## src/rtl/cdce62002_pkg.sv

```systemverilog
// rtl/cdce62002_pkg.sv - shared constants and FSM state type for the CDCE62002 register port
//
// Purpose: frame width, register-port command addresses and the frame FSM state
// encoding. The programming master imports this package as well.
package cdce62002_pkg;

  localparam int WORD_BITS = 32;

  localparam logic [3:0] ADDR_REG0  = 4'h0;
  localparam logic [3:0] ADDR_REG1  = 4'h1;
  localparam logic [3:0] ADDR_READ  = 4'hE;
  localparam logic [3:0] ADDR_STORE = 4'hF;

  typedef enum logic [1:0] {
    IDLE,
    SHIFT,
    COMMIT
  } state_t;

endpackage

```

## src/rtl/spi_sync_edge.sv

```systemverilog
// rtl/spi_sync_edge.sv - multi-flop synchroniser with registered-edge rise/fall pulses
//
// Purpose: brings one asynchronous pin into the clk domain and flags its edges.
// Ports:
//   clk, reset_n  system clock, asynchronous active-low reset
//   din           asynchronous input pin
//   level         synchronised level (STAGES flops after din)
//   rise, fall    one-clk pulses on a synchronised 0->1 / 1->0 transition
//
// Everything resets to 0, so a pin held low through reset release never
// produces a spurious falling edge (a frame cut by reset is not re-entered).
module spi_sync_edge #(
  parameter int STAGES = 2
) (
  input  logic clk,
  input  logic reset_n,
  input  logic din,
  output logic level,
  output logic rise,
  output logic fall
);

  logic [STAGES-1:0] sync_q;
  logic              prev_q;

  always_ff @(posedge clk or negedge reset_n) begin
    if (!reset_n) begin
      sync_q <= '0;
      prev_q <= 1'b0;
    end else begin
      sync_q <= {sync_q[STAGES-2:0], din};
      prev_q <= sync_q[STAGES-1];
    end
  end

  assign level = sync_q[STAGES-1];
  assign rise  = level & ~prev_q;
  assign fall  = ~level & prev_q;

endmodule

```

## src/rtl/cdce62002_spi_responder.sv

```systemverilog
// rtl/cdce62002_spi_responder.sv - target-side CDCE62002 register-port model
//
// Purpose: receives LE-framed 32-bit words (LSB first, addr [3:0], data [31:4])
// and maintains RAM registers reg0/reg1, their EEPROM shadows nv0/nv1 and the
// readback shifter that drives spi_miso.
// Ports:
//   clk, reset_n       system clock, asynchronous active-low reset
//   spi_clk, spi_le,   asynchronous config bus from the master (spi_clk <= clk/4)
//   spi_mosi
//   spi_miso           readback data, advanced after each spi_clk fall
//   reg0, reg1         RAM register data fields
//   nv0, nv1           EEPROM shadow copies
//   reg_update         one-clk pulse per register written (bit i = reg i)
//   eeprom_store       one-clk pulse on a committed store command
//   frame_error        one-clk pulse when a frame ends with a bit count other than WORD_BITS
//   busy               high while a frame is being shifted
module cdce62002_spi_responder
  import cdce62002_pkg::*;
#(
  parameter int               WORD_BITS   = 32,
  parameter int               SYNC_STAGES = 2,
  parameter logic [WORD_BITS-5:0] REG0_INIT = '0,
  parameter logic [WORD_BITS-5:0] REG1_INIT = '0
) (
  input  logic                 clk,
  input  logic                 reset_n,
  input  logic                 spi_clk,
  input  logic                 spi_le,
  input  logic                 spi_mosi,
  output logic                 spi_miso,
  output logic [WORD_BITS-5:0] reg0,
  output logic [WORD_BITS-5:0] reg1,
  output logic [WORD_BITS-5:0] nv0,
  output logic [WORD_BITS-5:0] nv1,
  output logic [1:0]           reg_update,
  output logic                 eeprom_store,
  output logic                 frame_error,
  output logic                 busy
);

  localparam logic [5:0] CNT_FULL = 6'(WORD_BITS);
  localparam logic [5:0] CNT_SAT  = 6'(WORD_BITS + 1);

  logic sclk_rise, sclk_fall, sclk_level_unused;
  logic le_rise, le_fall, le_level_unused;
  logic mosi, mosi_rise_unused, mosi_fall_unused;

  spi_sync_edge #(.STAGES(SYNC_STAGES)) u_sync_sclk (
    .clk(clk), .reset_n(reset_n), .din(spi_clk),
    .level(sclk_level_unused), .rise(sclk_rise), .fall(sclk_fall)
  );

  spi_sync_edge #(.STAGES(SYNC_STAGES)) u_sync_le (
    .clk(clk), .reset_n(reset_n), .din(spi_le),
    .level(le_level_unused), .rise(le_rise), .fall(le_fall)
  );

  // mosi shares the sclk pipeline depth, so its level lines up with sclk_rise.
  spi_sync_edge #(.STAGES(SYNC_STAGES)) u_sync_mosi (
    .clk(clk), .reset_n(reset_n), .din(spi_mosi),
    .level(mosi), .rise(mosi_rise_unused), .fall(mosi_fall_unused)
  );

  state_t                 state, next_state;
  logic [5:0]             bit_cnt;
  logic [WORD_BITS-1:0]   shift_in;
  logic [WORD_BITS-1:0]   out_shift;
  logic                   read_pending;
  logic                   read_target;
  logic                   read_frame;

  logic [3:0]             word_addr;
  logic [WORD_BITS-5:0]   word_data;
  logic [WORD_BITS-5:0]   read_data;

  assign word_addr = shift_in[3:0];
  assign word_data = shift_in[WORD_BITS-1:4];
  assign read_data = read_target ? reg1 : reg0;

  // Zeros are shifted in behind the readback word, so miso falls to 0 by
  // itself once all WORD_BITS bits have gone out.
  assign spi_miso = out_shift[0];
  assign busy     = (state == SHIFT);

  always_ff @(posedge clk or negedge reset_n) begin
    if (!reset_n) begin
      state <= IDLE;
    end else begin
      state <= next_state;
    end
  end

  always_comb begin
    next_state = state;
    case (state)
      IDLE:    if (le_fall) next_state = SHIFT;
      SHIFT:   if (le_rise) next_state = COMMIT;
      COMMIT:  next_state = IDLE;
      default: next_state = IDLE;
    endcase
  end

  always_ff @(posedge clk or negedge reset_n) begin
    if (!reset_n) begin
      bit_cnt      <= '0;
      shift_in     <= '0;
      out_shift    <= '0;
      read_pending <= 1'b0;
      read_target  <= 1'b0;
      read_frame   <= 1'b0;
      reg0         <= REG0_INIT;
      reg1         <= REG1_INIT;
      nv0          <= REG0_INIT;
      nv1          <= REG1_INIT;
      reg_update   <= 2'b00;
      eeprom_store <= 1'b0;
      frame_error  <= 1'b0;
    end else begin
      reg_update   <= 2'b00;
      eeprom_store <= 1'b0;
      frame_error  <= 1'b0;
      case (state)
        IDLE: begin
          if (le_fall) begin
            bit_cnt    <= '0;
            shift_in   <= '0;
            read_frame <= read_pending;
            out_shift  <= read_pending ? {read_data, 3'b000, read_target} : '0;
          end
        end
        SHIFT: begin
          // A same-clk le rise moves to COMMIT, where this bit is already in.
          if (sclk_rise) begin
            shift_in <= {mosi, shift_in[WORD_BITS-1:1]};
            if (bit_cnt != CNT_SAT) bit_cnt <= bit_cnt + 6'd1;
          end
          if (sclk_fall) out_shift <= out_shift >> 1;
        end
        COMMIT: begin
          out_shift  <= '0;
          read_frame <= 1'b0;
          // A readback frame retires the pending read whatever its length;
          // a read command decoded below in the same frame re-arms it.
          if (read_frame) read_pending <= 1'b0;
          if (bit_cnt == CNT_FULL) begin
            case (word_addr)
              ADDR_REG0: begin
                reg0       <= word_data;
                reg_update <= 2'b01;
              end
              ADDR_REG1: begin
                reg1       <= word_data;
                reg_update <= 2'b10;
              end
              ADDR_READ: begin
                read_pending <= 1'b1;
                read_target  <= shift_in[4];
              end
              ADDR_STORE: begin
                nv0          <= reg0;
                nv1          <= reg1;
                eeprom_store <= 1'b1;
              end
              default: ;
            endcase
          end else begin
            frame_error <= 1'b1;
          end
        end
        default: ;
      endcase
    end
  end

endmodule

```

## config.mk

```make
export PLATFORM = sky130hd
export DESIGN_NAME = cdce62002_spi_responder
export DESIGN_NICKNAME = d
export VERILOG_FILES = /design/src/rtl/cdce62002_pkg.sv /design/src/rtl/spi_sync_edge.sv /design/src/rtl/cdce62002_spi_responder.sv
export SDC_FILE = /design/constraint.sdc
export NUM_CORES = 1
export LEC_CHECK = 0
export CORE_UTILIZATION = 49
export CTS_CLUSTER_SIZE = 10
export DETAILED_ROUTE_END_ITERATION = 7
export GPL_ROUTABILITY_DRIVEN = 0
export PLACE_DENSITY_LB_ADDON = 0.2
export SLEW_MARGIN = 30
export SYNTH_ARGS = -nofsm -noshare
export SYNTH_HDL_FRONTEND = slang
export SYNTH_SLANG_ARGS = --single-unit
```

## constraint.sdc

```tcl
create_clock -name clk -period 1.9 [get_ports clk]
set_input_delay 0.38 -clock clk [delete_from_list [all_inputs] [get_ports clk]]
set_output_delay 0.38 -clock clk [all_outputs]
set_load 0.01 [all_outputs]
```

==> flow_metrics.env, run 1 <==
export IMPL_layout_min_cycle_time_ps=1897
export IMPL_hp_class="reg -> reg"
export IMPL_dpl_hpwl_um=11680
export IMPL_clockBufferDepth=2
export IMPL_core_area_um2=16470
export IMPL_timing_final_crit_share_pct=99.82
export IMPL_leakage_nw=4.787
export IMPL_h_tree_depth=4
export IMPL_synth_seq_cells=199
export IMPL_ys_types=36
export IMPL_grt_max_degree=52
export IMPL_cpMostUsedCell="buf_12"
export IMPL_async_flop_share_pct=100.0
export IMPL_dieArea_um2=17320
export IMPL_placed_cell_area_um2=9975
export IMPL_cap_violations=0
export IMPL_max_slew_margin_pct=71.22
export IMPL_portBuffers=122
export IMPL_cpMaxStageDelayCell="dfrtp_1"
export IMPL_drv_slew=0
export IMPL_p_per_area_nw_per_um2=1071
export IMPL_ant_nets=0
export IMPL_vias_per_cell=5.276
export IMPL_cts_tree="yes"
export IMPL_skew_ps=7.780
export IMPL_path_cells="nor4b_4, buf_4, nand3_4, nor3_4, buf_12, buf_12, mux2_2"
export IMPL_finalSetupViolCount=0
export IMPL_status="complete, no violations"
export IMPL_clkTransAtPathRegs_ps=70
export IMPL_track_usage_pct=21.17
export IMPL_syn2layout_area_growth_pct=31.74
export IMPL_syn_area_per_cell_um2=12.21
export IMPL_start_util_pct=49.98
export IMPL_cts_buffers=17
export IMPL_clock_latency_ps=440
export IMPL_yosysWarnings=0
export IMPL_ys_flop_type="dfrtp_1"
export IMPL_grt_pass1_wl_um=28810
export IMPL_cp_slowest_stage_delay_ps=410
export IMPL_drt_iter0_drc=227
export IMPL_cp_start_kind="register"
export IMPL_die_h_um=131.6
export IMPL_cts_num_sinks=199
export IMPL_syn_num_nets=687
export IMPL_num_vias=5545
export IMPL_crit_path_max_fanout=8
export IMPL_max_freq_mhz=527.3
export IMPL_first_global_vias=5698
export IMPL_cts_root_buf="clkbuf_16"
export IMPL_grt_overflow_total=0
export IMPL_synth_edf_count=0
export IMPL_yosysTopAreaCellShare_pct=60.50
export IMPL_yosys_top_cells_area="dfrtp_1, mux2_2, mux2i_1"
export IMPL_totalWireLength_um=17720
export IMPL_dr_pass1_iters=4
export IMPL_worstPathRequired_ps=2220
export IMPL_drive_gt1_share_pct=25.27
export IMPL_drc_errors=0
export IMPL_fin_area_um2=10840
export IMPL_cp_arrival_ps=2220
export IMPL_antenna_found_initial=0
export IMPL_p_total_mw=11.61
export IMPL_row_count=47
export IMPL_worst_pin_slew_ps=431.7
export IMPL_hold_violations=0
export IMPL_synth_cells=674
export IMPL_antenna_cells=0
export IMPL_fill_cells=1235
export IMPL_ir_worst_vdd_uv=767.9
export IMPL_syn_area_um2=8230
export IMPL_grt_setup_unrepaired="yes"
export IMPL_die_w_um=131.6
export IMPL_fin_nets=831
export IMPL_yosysSeqAreaShare_pct=60.50
export IMPL_post_drt_wl_per_cell_um=16.86
export IMPL_yosys_area_top_type="dfrtp_1"
export IMPL_crit_type="reg -> reg"
export IMPL_io_pins=123
export IMPL_endpoint_kind="register"
## stage by stage
| step | hold WS (ps) | TNS (ps) | worst slack [ps] | instances | utilization, % |
|---|---|---|---|---|---|
| 3_5_place_dp | 335.5 | -47.18 | -18.49 | 1014 | 60.58 |
| 6_report | 349.6 | 0 | 3.456 | 1051 | 65.85 |
| 2_1_floorplan | 84.41 | -17.24 | -17.24 | 674 | - |
| 4_1_cts | 351.5 | -4.196 | -2.087 | 1048 | 64.51 |
| 3_3_place_gp | 332.4 | 0 | 35.25 | 1014 | 60.58 |
| 5_1_grt | 368.5 | -1198 | -73.70 | 1051 | 65.85 |
## what timing repair did
item	4_1_cts	5_1_grt
pin swaps	0	4
gates resized for setup	5	38
setup endpoints to repair	25	149
buffers inserted	1	1
cloned	0	2
hold buffers	1	0
endpoints found under the hold margin	42	0
## report_power, final
part	leakage [nW]	switching, mW	total [mW]	internal [mW]
registers	2.70	0.270	4.96	4.69
logic	1.78	1.77	2.89	1.12
clock network	0.306	1.60	3.76	2.16
total	4.79	3.64	11.6	7.97
## cell families after synthesis
family | Yosys count | share of synthesized area, %
AOI/OAI and AO/OA | 107 | 7.024
adders and majority gates | 8 | 1.216
buffers and inverters | 52 | 3.116
DFF | 199 | 60.50
muxes | 145 | 19.38
and+or+nand+nor | 163 | 8.757
## worst max-delay path: cells and delay by family (launching register included)
family        cells  cell delay (ps)
mux               1              340
flops             1              410
buf+inv           3              480
simple gates      3              540
## placed cells by master (no fill, tap or decap), drive strengths merged, types with 22 or more instances in the layout
cell           netlist  final
clkbuf              27     22
mux2i               30     30
nand2               71     71
dfrtp              199    199
a21oi               56     56
buf                 14     41
clkdlybuf4s50        0    120
nor2                60     60
mux2               115    115
o21ai               39     39
## layout make-up
| cell class | count | area, um^2 | area share, % |
|---|---|---|---|
| Clock buffer | 19 | 452.9 | 4.177 |
| Clock inverter | 13 | 167.7 | 1.546 |
| Inverter | 11 | 41.29 | 0.3808 |
| Multi-Input combinational cell | 423 | 3167 | 29.21 |
| Sequential cell | 199 | 4982 | 45.95 |
| Tap cell | 220 | 275.3 | 2.539 |
| Timing Repair Buffer | 166 | 1757 | 16.20 |
## synthesized netlist by cell type (all sizes together), types with 8 or more instances
cell type	n
clkbuf	27
mux2	115
nor2	60
inv	11
mux2i	30
o21ai	39
buf	14
nand2	71
dfrtp	199
nand3	9
a21oi	56
ha	8
## flip-flops by register name (all words and copies together) (netlist names), 2 cells and up
| register | flops |
|---|---|
| out_shift | 32 |
| shift_in | 32 |
| nv0 | 28 |
| nv1 | 28 |
| reg0 | 28 |
| reg1 | 28 |
| bit_cnt | 6 |
| reg_update | 2 |
| state | 2 |
| u_sync_le.sync_q | 2 |
| u_sync_mosi.sync_q | 2 |
| u_sync_sclk.sync_q | 2 |
## path summary, 6_finish.rpt
path                                             from                    end  slack (ps)  cells past startpoint
worst max-delay path                       bit_cnt[4]               reg0[13]           3                      7
worst min-delay path            u_sync_sclk.sync_q[0]  u_sync_sclk.sync_q[1]         350                      0
worst max register to register             bit_cnt[4]               reg0[13]           3                      7
worst min register to register  u_sync_sclk.sync_q[0]  u_sync_sclk.sync_q[1]         350                      0
max in group asynchronous                     reset_n               reg1[13]         790                      3
min in group asynchronous                     reset_n                reg1[5]         450                      2
## routing by layer
| metal | wire length, um | part of all wire [%] | GRT usage (%) |
|---|---|---|---|
| met1 | 7776 | 44 | 26.13 |
| met4 | 384 | 2.2 | 8.398 |
| met5 | 0 | 0 | 0 |
| met2 | 8917 | 50 | 36.01 |
| met3 | 638 | 3.6 | 4.784 |
No activity file was read; power rests on OpenSTA's default activity.
==> inputs of run 2 (changes only) <==
--- a/config.mk
+++ b/config.mk
@@ -6,6 +6,7 @@
 export NUM_CORES = 1
 export LEC_CHECK = 0
 export CORE_UTILIZATION = 49
+export CTS_BUF_LIST = sky130_fd_sc_hd__clkbuf_4 sky130_fd_sc_hd__clkbuf_8 sky130_fd_sc_hd__clkbuf_16
 export CTS_CLUSTER_SIZE = 10
 export DETAILED_ROUTE_END_ITERATION = 7
 export GPL_ROUTABILITY_DRIVEN = 0
==> constraint.sdc (replaced) <==
create_clock -name clk -period 1.9 [get_ports clk]
set_input_delay 0.19 -clock clk [delete_from_list [all_inputs] [get_ports clk]]
set_output_delay 0.19 -clock clk [all_outputs]
set_load 0.01 [all_outputs]
==> run 2 against run 1 <==
Compared with the run above:
- the run now ends with negative setup slack left
- critical path type unchanged
- combinational power decreased by 3%
- design area unchanged
- hold slack lost 150 ps
- clock power is 9.3% higher
- wire length shrank 0.47%
- utilization is the same
- total power increased by 2.3%
- largest power group unchanged
- critical path depth unchanged
- worst setup slack worse by 30 ps
==> flow_metrics.env, run 2 (synthesized netlist as in run 1, its figures left out) <==
export IMPL_ir_worst_vdd_uv=903.1
export IMPL_worst_slack_ps=-26.53
export IMPL_antenna_found_initial=0
export IMPL_cts_buffers=17
export IMPL_die_h_um=131.6
export IMPL_fin_util_pct=65.85
export IMPL_row_count=47
export IMPL_layout_commonest_cell="dfrtp_1"
export IMPL_ant_nets=0
export IMPL_cts_tree="yes"
export IMPL_cp_arrival_ps=2250
export IMPL_drive_gt1_share_pct=24.94
export IMPL_clock_latency_ps=430
export IMPL_drc_errors=0
export IMPL_fin_area_um2=10840
export IMPL_hold_violations=0
export IMPL_vias_per_cell=5.316
export IMPL_path_cells="nor4b_4, buf_4, nand3_4, nor3_4, buf_6, buf_8, mux2_2"
export IMPL_clkTransAtPathRegs_ps=70
export IMPL_whs_path_depth=1
export IMPL_dp_slack_ps=-27.92
export IMPL_dpl_hpwl_um=11250
export IMPL_finalSetupViolCount=23
export IMPL_first_global_vias=5669
export IMPL_endpoint_kind="register"
export IMPL_crit_type="reg -> reg"
export IMPL_p_per_area_nw_per_um2=1095
export IMPL_status="finished with violations"
export IMPL_syn2layout_area_growth_pct=31.74
export IMPL_antenna_cells=0
export IMPL_grt_max_degree=54
export IMPL_clockBufferDepth=2
export IMPL_layout_common_cells="dfrtp_1, clkdlybuf4s50_1, mux2_2"
export IMPL_totalWireLength_um=17630
export IMPL_grt_setup_unrepaired="yes"
export IMPL_largestRegisters="out_shift: 32 flops, shift_in: 32 flops"
export IMPL_max_slew_margin_pct=70.63
export IMPL_dieArea_um2=17320
export IMPL_hold_start="spi_le"
export IMPL_max_freq_mhz=519.1
export IMPL_cpMaxStageDelayCell="dfrtp_1"
export IMPL_track_usage_pct=20.91
export IMPL_leakage_nw=4.792
export IMPL_portBuffers=122
export IMPL_violations="negative setup slack"
export IMPL_drv_slew=0
export IMPL_tns_ps=-401.1
export IMPL_core_area_um2=16470
export IMPL_r2r_slack_ps=-30
export IMPL_grt_overflow_total=0
export IMPL_worstPathRequired_ps=2220
export IMPL_cts_root_buf="clkbuf_16"
export IMPL_hp_class="in -> reg"
export IMPL_hold_path_endpoint="u_sync_le.sync_q[0]"
export IMPL_drt_iter0_drc=242
export IMPL_cp_start_kind="register"
export IMPL_h_tree_depth=4
export IMPL_cap_violations=0
export IMPL_post_drt_wl_per_cell_um=16.79
export IMPL_layout_min_cycle_time_ps=1927
export IMPL_worst_pin_slew_ps=440.5
export IMPL_fin_nets=830
export IMPL_r2r_start="bit_cnt[2]"
export IMPL_placed_cell_area_um2=9947
export IMPL_final_cells=1050
export IMPL_skew_ps=11.21
export IMPL_start_util_pct=49.98
export IMPL_reg2reg_depth=7
export IMPL_die_w_um=131.6
export IMPL_grt_pass1_wl_um=28680
export IMPL_dp_cells=1007
export IMPL_cp_slowest_stage_delay_ps=410
export IMPL_crit_path_max_fanout=7
export IMPL_dr_pass1_iters=5
export IMPL_cts_num_sinks=199
export IMPL_reg2reg_to="reg0[19]"
export IMPL_timing_final_crit_share_pct=101.4
export IMPL_num_vias=5582
export IMPL_io_pins=123
==> run 2: per-layer routing <==
| metal | up-vias | share of wire (%) | GRT usage (%) |
|---|---|---|---|
| met5 | - | 0 | 0 |
| met4 | 0 | 1.8 | 7.364 |
| met3 | 26 | 4.2 | 4.282 |
| met2 | 157 | 50 | 35.42 |
| met1 | 2788 | 44 | 26.62 |
| li1 | 2611 | - | - |
==> run 2: timing repair <==
item	in CTS	in global routing
cloned	0	3
setup endpoints to repair	75	104
setup buffers	2	5
endpoints found under the hold margin	48	0
hold buffers	1	0
pin swaps	0	3
resized for setup	7	20
==> run 2: final cells by class <==
class | instances | area [um^2]
well taps | 220 | 275.3
multi-input cells | 423 | 3094
flip-flops and latches | 199 | 4984
repair buffers | 165 | 1765
clock inverters | 14 | 244.0
fillers | 1229 | 5623
inverters | 11 | 41.29
clock buffers | 18 | 439.2
==> run 2: power breakdown <==
| group | switching (mW) | leakage (nW) | internal [mW] |
|---|---|---|---|
| sequential | 0.271 | 2.70 | 4.69 |
| combinational | 1.70 | 1.77 | 1.11 |
| clock | 1.59 | 0.326 | 2.52 |
| total | 3.56 | 4.79 | 8.32 |
==> run 2: worst max-delay path, delay by kind of cell (launching register included) <==
| kind | cells | cell delay (ps) |
|---|---|---|
| flops | 1 | 410 |
| buf+inv | 3 | 470 |
| mux | 1 | 340 |
| simple gates | 3 | 580 |
==> run 2: how the worst max path moves through the flow <==
stage	from	endpoint	slack, ps	depth (start not counted)
after floorplan	state[1]	bit_cnt[5]	-20	7
after global placement	bit_cnt[4]	nv0[11]	40	5
after detailed placement	state[0]	out_shift[26]	-30	7
after CTS	bit_cnt[4]	reg0[16]	-0.9	6
after global routing	bit_cnt[2]	reg0[6]	-90	7
final	bit_cnt[2]	reg0[19]	-30	7
==> run 2: metrics by stage <==
stage	total power, mW	hold slack (ps)
detailed placement	7.767	181.6
finish	11.87	198.3
global placement	7.637	173.6
floorplan	6.763	-105.6
global route	12.54	199.7
CTS	11.94	181.8
==> inputs of run 3 (changes only) <==
--- a/config.mk
+++ b/config.mk
@@ -5,6 +5,7 @@
 export SDC_FILE = /design/constraint.sdc
 export NUM_CORES = 1
 export LEC_CHECK = 0
+export CAP_MARGIN = 20
 export CORE_UTILIZATION = 49
 export CTS_BUF_LIST = sky130_fd_sc_hd__clkbuf_4 sky130_fd_sc_hd__clkbuf_8 sky130_fd_sc_hd__clkbuf_16
 export CTS_CLUSTER_SIZE = 10
==> results of run 3 <==
Same layout as run 2: the final DEF is identical, and so are final timing and power.
